File: src/rtl/qbert_jump_ctrl_if.sv
// qbert_jump_ctrl_if
//   Groups the signals for two things:
//     - the command handshake from the NIOS/MIWI side
//     - the jump interface towards the sprite block
//   master : command source / sprite side
//            (drives cmd_valid, cmd_dir, qbert_x, qbert_y)
//   slave  : jump controller
//            (drives cmd_ready, x0, y0, x1, y1, qbert_jump)
interface qbert_jump_ctrl_if;
   logic        cmd_valid;
   logic [1:0]  cmd_dir;
   logic        cmd_ready;
   logic [10:0] qbert_x;
   logic [9:0]  qbert_y;
   logic [10:0] x0;
   logic [9:0]  y0;
   logic [10:0] x1;
   logic [9:0]  y1;
   logic        qbert_jump;

   modport master (
      output cmd_valid, cmd_dir, qbert_x, qbert_y,
      input  cmd_ready, x0, y0, x1, y1, qbert_jump
   );

   modport slave (
      input  cmd_valid, cmd_dir, qbert_x, qbert_y,
      output cmd_ready, x0, y0, x1, y1, qbert_jump
   );
endinterface

File: src/rtl/qbert_jump_ctrl.sv
// qbert_jump_ctrl
//   Issues Q*bert jump commands to the sprite block.
//   Tracks the current pyramid cell (row, col).
//   Waits for the sprite to report arrival at the target before the next jump.
//
// Ports
//   clk     : system clock
//   reset   : synchronous, active-low reset
//   bus     : qbert_jump_ctrl_if.slave
//               cmd_valid/cmd_dir/cmd_ready : command handshake
//               qbert_x/qbert_y             : sprite position
//               x0,y0,x1,y1,qbert_jump      : jump start, target and start pulse
//   row,col : current cell
//   done    : one-cycle pulse on landing
//   fall    : one-cycle pulse when a command would leave the pyramid
//   timeout : one-cycle pulse, together with done, when a jump is aborted
//
// Optional feature
//   QBERT_JUMP_TIMEOUT_EN
//     Defined: a FLY watchdog forces LAND after TIMEOUT cycles.
//     Undefined: FLY waits for arrival and timeout is tied low.
module qbert_jump_ctrl #(
   parameter logic [10:0] X_ORG   = 11'd100,
   parameter logic [9:0]  Y_ORG   = 10'd240,
   parameter logic [10:0] XDIAG   = 11'd60,
   parameter logic [9:0]  YDIAG   = 10'd60,
   parameter int unsigned ROWS    = 7,
   parameter logic [31:0] TIMEOUT = 32'd200_000_000
) (
   input  logic                clk,
   input  logic                reset,
   qbert_jump_ctrl_if.slave    bus,
   output logic [2:0]          row,
   output logic [2:0]          col,
   output logic                done,
   output logic                fall,
   output logic                timeout
);

   typedef enum logic [2:0] {IDLE, LAUNCH, FLY, LAND, FALL} state_t;

   localparam logic signed [3:0] MAX_ROW = 4'(ROWS - 1);
   localparam logic [9:0]        YHALF   = YDIAG >> 1;

   state_t            state, state_n;
   logic [2:0]        trow, tcol;
   logic signed [3:0] nr, nc, dr, dc;
   logic              legal;
   logic              accept;
   logic              to_hit;
   logic [10:0]       tx;
   logic [9:0]        ty;

   // Cell to screen coordinates, evaluated modulo 2^12 and then truncated.
   function automatic logic [10:0] cell_x(input logic [2:0] r);
      logic [11:0] t;
      t = {1'b0, X_ORG} + {9'd0, r} * {1'b0, XDIAG};
      return t[10:0];
   endfunction

   function automatic logic [9:0] cell_y(input logic [2:0] r, input logic [2:0] c);
      logic [11:0] t;
      t = {2'b0, Y_ORG} + {9'd0, c} * {2'b0, YDIAG} - {9'd0, r} * {2'b0, YHALF};
      return t[9:0];
   endfunction

   // Candidate target cell for the presented direction.
   always_comb begin
      dr = bus.cmd_dir[1] ? 4'sd1 : -4'sd1;
      case (bus.cmd_dir)
         2'b00:   dc = -4'sd1;
         2'b11:   dc = 4'sd1;
         default: dc = 4'sd0;
      endcase
      nr    = $signed({1'b0, row}) + dr;
      nc    = $signed({1'b0, col}) + dc;
      legal = (nc >= 4'sd0) && (nc <= nr) && (nr <= MAX_ROW);
      tx    = cell_x(nr[2:0]);
      ty    = cell_y(nr[2:0], nc[2:0]);
   end

`ifdef QBERT_JUMP_TIMEOUT_EN
   logic [31:0] fly_cnt;
   logic        fly_expired;
   assign fly_expired = (fly_cnt == TIMEOUT - 32'd1);
`else
   logic unused_timeout_param;
   assign unused_timeout_param = ^TIMEOUT;
`endif

   always_comb begin
      state_n = state;
      accept  = 1'b0;
      to_hit  = 1'b0;
      case (state)
         IDLE: begin
            if (bus.cmd_valid && bus.cmd_ready) begin
               accept  = 1'b1;
               state_n = legal ? LAUNCH : FALL;
            end
         end
         LAUNCH: state_n = FLY;
         FLY: begin
            if (bus.qbert_x == bus.x1 && bus.qbert_y == bus.y1) begin
               state_n = LAND;
            end
`ifdef QBERT_JUMP_TIMEOUT_EN
            else if (fly_expired) begin
               state_n = LAND;
               to_hit  = 1'b1;
            end
`endif
         end
         LAND:    state_n = IDLE;
         FALL:    state_n = IDLE;
         default: state_n = IDLE;
      endcase
   end

   // Pulse outputs and cell/coordinate updates are keyed on state_n.
   // This makes them registered yet visible during the state they belong to.
   always_ff @(posedge clk) begin
      if (!reset) begin
         state          <= IDLE;
         row            <= '0;
         col            <= '0;
         trow           <= '0;
         tcol           <= '0;
         bus.x0         <= X_ORG;
         bus.x1         <= X_ORG;
         bus.y0         <= Y_ORG;
         bus.y1         <= Y_ORG;
         bus.cmd_ready  <= 1'b1;
         bus.qbert_jump <= 1'b0;
         done           <= 1'b0;
         fall           <= 1'b0;
      end else begin
         state          <= state_n;
         bus.cmd_ready  <= (state_n == IDLE);
         bus.qbert_jump <= (state_n == LAUNCH);
         done           <= (state_n == LAND);
         fall           <= (state_n == FALL);
         if (accept && legal) begin
            trow   <= nr[2:0];
            tcol   <= nc[2:0];
            bus.x1 <= tx;
            bus.y1 <= ty;
         end
         if (state == FLY && state_n == LAND) begin
            row    <= trow;
            col    <= tcol;
            bus.x0 <= bus.x1;
            bus.y0 <= bus.y1;
         end
         if (state_n == FALL) begin
            row    <= '0;
            col    <= '0;
            bus.x0 <= X_ORG;
            bus.x1 <= X_ORG;
            bus.y0 <= Y_ORG;
            bus.y1 <= Y_ORG;
         end
      end
   end

`ifdef QBERT_JUMP_TIMEOUT_EN
   always_ff @(posedge clk) begin
      if (!reset) begin
         fly_cnt <= '0;
         timeout <= 1'b0;
      end else begin
         timeout <= to_hit;
         if (state == LAUNCH) begin
            fly_cnt <= '0;
         end else if (state == FLY) begin
            fly_cnt <= fly_cnt + 32'd1;
         end
      end
   end
`else
   assign timeout = 1'b0;
`endif

endmodule

File: src/flat_wrapper.sv
// flat-port wrapper written by rule: the top's interface ports become plain ports
module qbert_jump_ctrl_flat 
#(
   parameter logic [10:0] X_ORG   = 11'd100,
   parameter logic [9:0]  Y_ORG   = 10'd240,
   parameter logic [10:0] XDIAG   = 11'd60,
   parameter logic [9:0]  YDIAG   = 10'd60,
   parameter int unsigned ROWS    = 7,
   parameter logic [31:0] TIMEOUT = 32'd200_000_000
)
  (clk, reset, row, col, done, fall, timeout, bus_cmd_valid, bus_cmd_dir, bus_qbert_x, bus_qbert_y, bus_cmd_ready, bus_x0, bus_y0, bus_x1, bus_y1, bus_qbert_jump);
  qbert_jump_ctrl_if bus_i ();
  input  logic clk;
  input  logic reset;
  output logic [2:0] row;
  output logic [2:0] col;
  output logic done;
  output logic fall;
  output logic timeout;
  input wire logic [$bits(bus_i.cmd_valid)-1:0] bus_cmd_valid;
  input wire logic [$bits(bus_i.cmd_dir)-1:0] bus_cmd_dir;
  input wire logic [$bits(bus_i.qbert_x)-1:0] bus_qbert_x;
  input wire logic [$bits(bus_i.qbert_y)-1:0] bus_qbert_y;
  output wire logic [$bits(bus_i.cmd_ready)-1:0] bus_cmd_ready;
  output wire logic [$bits(bus_i.x0)-1:0] bus_x0;
  output wire logic [$bits(bus_i.y0)-1:0] bus_y0;
  output wire logic [$bits(bus_i.x1)-1:0] bus_x1;
  output wire logic [$bits(bus_i.y1)-1:0] bus_y1;
  output wire logic [$bits(bus_i.qbert_jump)-1:0] bus_qbert_jump;
  assign bus_i.cmd_valid = bus_cmd_valid;
  assign bus_i.cmd_dir = bus_cmd_dir;
  assign bus_i.qbert_x = bus_qbert_x;
  assign bus_i.qbert_y = bus_qbert_y;
  assign bus_cmd_ready = bus_i.cmd_ready;
  assign bus_x0 = bus_i.x0;
  assign bus_y0 = bus_i.y0;
  assign bus_x1 = bus_i.x1;
  assign bus_y1 = bus_i.y1;
  assign bus_qbert_jump = bus_i.qbert_jump;
  qbert_jump_ctrl #(.X_ORG(X_ORG), .Y_ORG(Y_ORG), .XDIAG(XDIAG), .YDIAG(YDIAG), .ROWS(ROWS), .TIMEOUT(TIMEOUT)) u_core (.clk(clk), .reset(reset), .bus(bus_i), .row(row), .col(col), .done(done), .fall(fall), .timeout(timeout));
endmodule
File: config.mk
export PLATFORM = sky130hd
export DESIGN_NAME = qbert_jump_ctrl_flat
export DESIGN_NICKNAME = d
export VERILOG_FILES = /design/src/rtl/qbert_jump_ctrl_if.sv /design/src/rtl/qbert_jump_ctrl.sv /design/src/flat_wrapper.sv
export SDC_FILE = /design/constraint.sdc
export NUM_CORES = 1
export LEC_CHECK = 0
export ABC_AREA = 1
export BUFFER_PORTS_ARGS = -buffer_cell sky130_fd_sc_hd__clkbuf_2
export CORE_ASPECT_RATIO = 0.75
export CORE_MARGIN = 3
export CORE_UTILIZATION = 35
export CTS_CLUSTER_DIAMETER = 40
export CTS_CLUSTER_SIZE = 8
export DETAILED_ROUTE_END_ITERATION = 10
export PLACE_DENSITY_LB_ADDON = 0.12
export RECOVER_POWER = 25
export SKIP_LAST_GASP = 1
export SLEW_MARGIN = 0
export SYNTH_ARGS = -nofsm -noshare
export SYNTH_HDL_FRONTEND = slang
export SYNTH_SLANG_ARGS = --single-unit
File: constraint.sdc
create_clock -name clk -period 6 [get_ports clk]
set_input_delay 0.6 -clock clk [delete_from_list [all_inputs] [get_ports clk]]
set_output_delay 0.6 -clock clk [all_outputs]
set_load 0.1 [all_outputs]
==> results.md <==
* Status: complete, no violations
* Placed Area at 4260 µm²
* Synthesized area per cell at 7.49 µm²
* Pin count of the biggest net entering global routing at 28
* VDD IR-drop max at 0.000111 V
* H-tree Lvls at 2
* Fin nets at 649
* Post-synthesis cell area at 3900 µm²
* Vias in the first global route at 3242
* FF-to-FF path depth at 23
* CTS tree: done
* Relative slew slack at 17.8%
* CP Cell Sequence: buf_4, inv_1, fa_1, inv_1, ha_1, xnor2_1, ha_1, a21o_1, nand3_1, nand2_1, nand2_1, nand2_1, ha_1, inv_1, ha_1, a21oi_1, nor3_1, a211oi_1, nand2_1, nand2_1, nand2_1, nand2_1, a21oi_2
* First-pass GRT wire length at 16.1 mm
* Clock Latency Late Sink at 0.30 ns
* Die area at 12400 µm²
* R2r startpoint: u_core.row[0]$_SDFFE_PP0P_
* Total gr overflow at 0
* Core area at 10600 µm²
* Routed wire length at 9.66 mm
* Most common cell after layout, fill and taps aside: nand2_1
* DRT Pass-1 Iters at 4
* Post-DP HPWL at 7.59 mm
* Area grow syn2layout at 12.7%
* Max_cap viols at 0
* Worst hold path class: reg2reg
* # IOs at 79
* Hold-fix buffers at CTS at 0
* Hold Vio Cnt, Final at 0
* Port Buffers at 69
* Chip Height at 97.4 µm
* Seq/Total Area, Yosys at 27.2%
* Setup TNS at 0 ns
* Ys Warns at 0
* Distinct cells, synth at 40
* Pwr/cell area at 254 nW/µm²
* Post-synth ARST share at 0%
* Leak at 0.00203 µW
* Post-synth EDFFs at 0
* Top_reg_cell synth: dfxtp_1
* Endpoint class of the critical path: register
* RD Place Congestion at 0.852
* Slew Limit Fails at 0
* Most frequent cells in the layout: nand2_1 (139), inv_1 (59), dfxtp_1 (53)
* WHS Endpoint: u_core.bus.x0[9]$_SDFFE_PP0P_
* Worst hold path depth at 2
* Worst-path clk slew at 0.07 ns
* Fmax at 212 MHz
* WL/cell at 13.5 µm
* Initial Util at 36.9%
* Std cell rows at 32
* CP Class: reg2reg
* Crit-path max cell delay at 0.75 ns
* Detail Route Antenna Nets at 0
* R2R Setup Slk at 1.27 ns
* Arrival @ worst endpoint at 4.90 ns
* Slowest-stage cell, CP: fa_1
* Crit Path Max Fanout at 10
* RSZ-0062 raised after global routing: no
* Most frequent CP cell: nand2_1
* CP startpoint kind: register
* HP Start: u_core.bus.x0[9]$_SDFFE_PP0P_
* Min cycle time layout at 4.73 ns
* Yosys reg bits at 53
* Worst reg2reg endpoint: u_core.bus.y1[9]$_SDFFE_PP0P_
* Post_cts resized at 0
* Fin area at 4390 µm²
* Multi-input logic area at 2440 µm²
* Initial DRC count at 108
* Final setup vio count at 0
* Final Power at 1110 µW
* Die width at 128 µm
* Clk sinks at 53
* Period utilisation layout at 78.8%
* CTS Buffer Depth at 2
* Root Buffer: clkbuf_16
* Worst-margin pin slew at 1.24 ns
* GRT Overall Usage at 15.8%
* Via count at 3411
* Via density at 4.76
* Crit path required time at 6.17 ns
* Num CTS Buffers at 5
* Antenna violations before repair at 0
* Post-CTS setup buffers at 0
* ANT cells at 0
* Mapped Cells at 520
* Setup Skew at 0.00306 ns
* Fillers at 1124
* Register area at 1060 µm²
* Layout cells sized above 1 at 18.1%
* DRC Markers at 0
per-stage QoR:
stage | cells | worst slack [ns] | util (%) | hold WS, ns
global route | 716 | 0.854 | 41.5 | 0.495
global placement | 709 | 1.15 | 40.3 | 0.453
finish | 716 | 1.27 | 41.5 | 0.467
CTS | 716 | 1.20 | 41.8 | 0.470
detailed placement | 709 | 1.02 | 40.3 | 0.459
floorplan | 528 | 1.38 | - | 0.444
synth_stat cells (5+ instances only):
cell	instances	share of area (%)
a21oi_2	20	4.5
nand3_1	30	3.9
xnor2_1	9	2.0
fa_1	5	2.6
buf_4	12	2.3
ha_1	38	12
nand2_1	139	13
dfxtp_1	53	27
o21ai_0	7	0.90
xor2_1	18	4.0
inv_1	59	5.7
nand3_2	12	3.1
a21oi_1	21	2.7
nand4_1	21	3.4
nor2_1	23	2.2
nor3_1	5	0.64
how the worst max path moves through the flow:
stage	endpoint	depth (start not counted)	start	slack (ns)
2_1_floorplan	u_core.bus.y1[9]$_SDFFE_PP0P_	23	u_core.col[1]$_SDFFE_PP0P_	1.38
3_3_place_gp	u_core.bus.y1[9]$_SDFFE_PP0P_	24	bus_cmd_dir[1]	1.15
3_5_place_dp	u_core.bus.y1[9]$_SDFFE_PP0P_	25	bus_cmd_dir[1]	1.02
4_1_cts	u_core.bus.y1[9]$_SDFFE_PP0P_	23	u_core.row[0]$_SDFFE_PP0P_	1.20
5_1_grt	u_core.bus.y1[9]$_SDFFE_PP0P_	22	u_core.row[0]$_SDFFE_PP0P_	0.85
6_report	u_core.bus.y1[9]$_SDFFE_PP0P_	23	u_core.row[0]$_SDFFE_PP0P_	1.27
kinds of logic (layout without fill, tap and decap cells):
logic type      count (synthesis)  after routing  synth area share, %
xor+xnor                       27             27                 6.07
other cells                     1              9               0.0962
compound gates                 55             55                 9.44
simple gates                  253            253                 31.4
flops                          53             53                 27.2
fa+ha+maj                      43             43                 14.8
buf+inv                        88            140                 11.0
critical path, delay by kind of cell, from the launching register on:
family / cells / cell delay (ns)
AO/OA/AOI/OAI: 4 / 0.65
buffers and inverters: 4 / 0.59
XOR/XNOR: 1 / 0.31
flip-flops: 1 / 0.31
AND/OR/NAND/NOR: 9 / 0.71
adder cells (fa/ha/maj): 5 / 2.03
sequential cells by signal (all words and copies together) (netlist names):
| name | count |
|---|---|
| u_core.bus.x0 | 8 |
| u_core.bus.x1 | 8 |
| u_core.done | 1 |
| u_core.state | 3 |
| u_core.bus.y0 | 9 |
| u_core.col | 3 |
| u_core.bus.cmd_ready | 1 |
| u_core.bus.qbert_jump | 1 |
| u_core.fall | 1 |
| u_core.bus.y1 | 9 |
| u_core.trow | 3 |
| u_core.row | 3 |
| u_core.tcol | 3 |
power by group:
part / internal [µW] / total (µW) / switching [µW] / leakage [µW]
logic: 124 / 413 / 289 / 0.00152
registers: 364 / 376 / 12.5 / 0.000429
clock network: 194 / 323 / 130 / 0.0000797
total: 682 / 1110 / 431 / 0.00203
area by class of cell:
class	instances	area share, %
clock inverter	2	0.798
timing repair buffer	70	7.38
inverter	63	5.44
sequential	53	24.2
tap	136	3.88
multi-input combinational	387	55.5
clock buffer	5	2.85
routing by layer:
metal | wire length, µm | up-vias | global-route usage, %
li1 | - | 1775 | -
met1 | 5020 | 1538 | 23.6
met2 | 3930 | 89 | 22.7
met3 | 589 | 9 | 3.79
met4 | 116 | 0 | 4.08
met5 | 0 | - | 0
(Power assumes the default switching activity.)
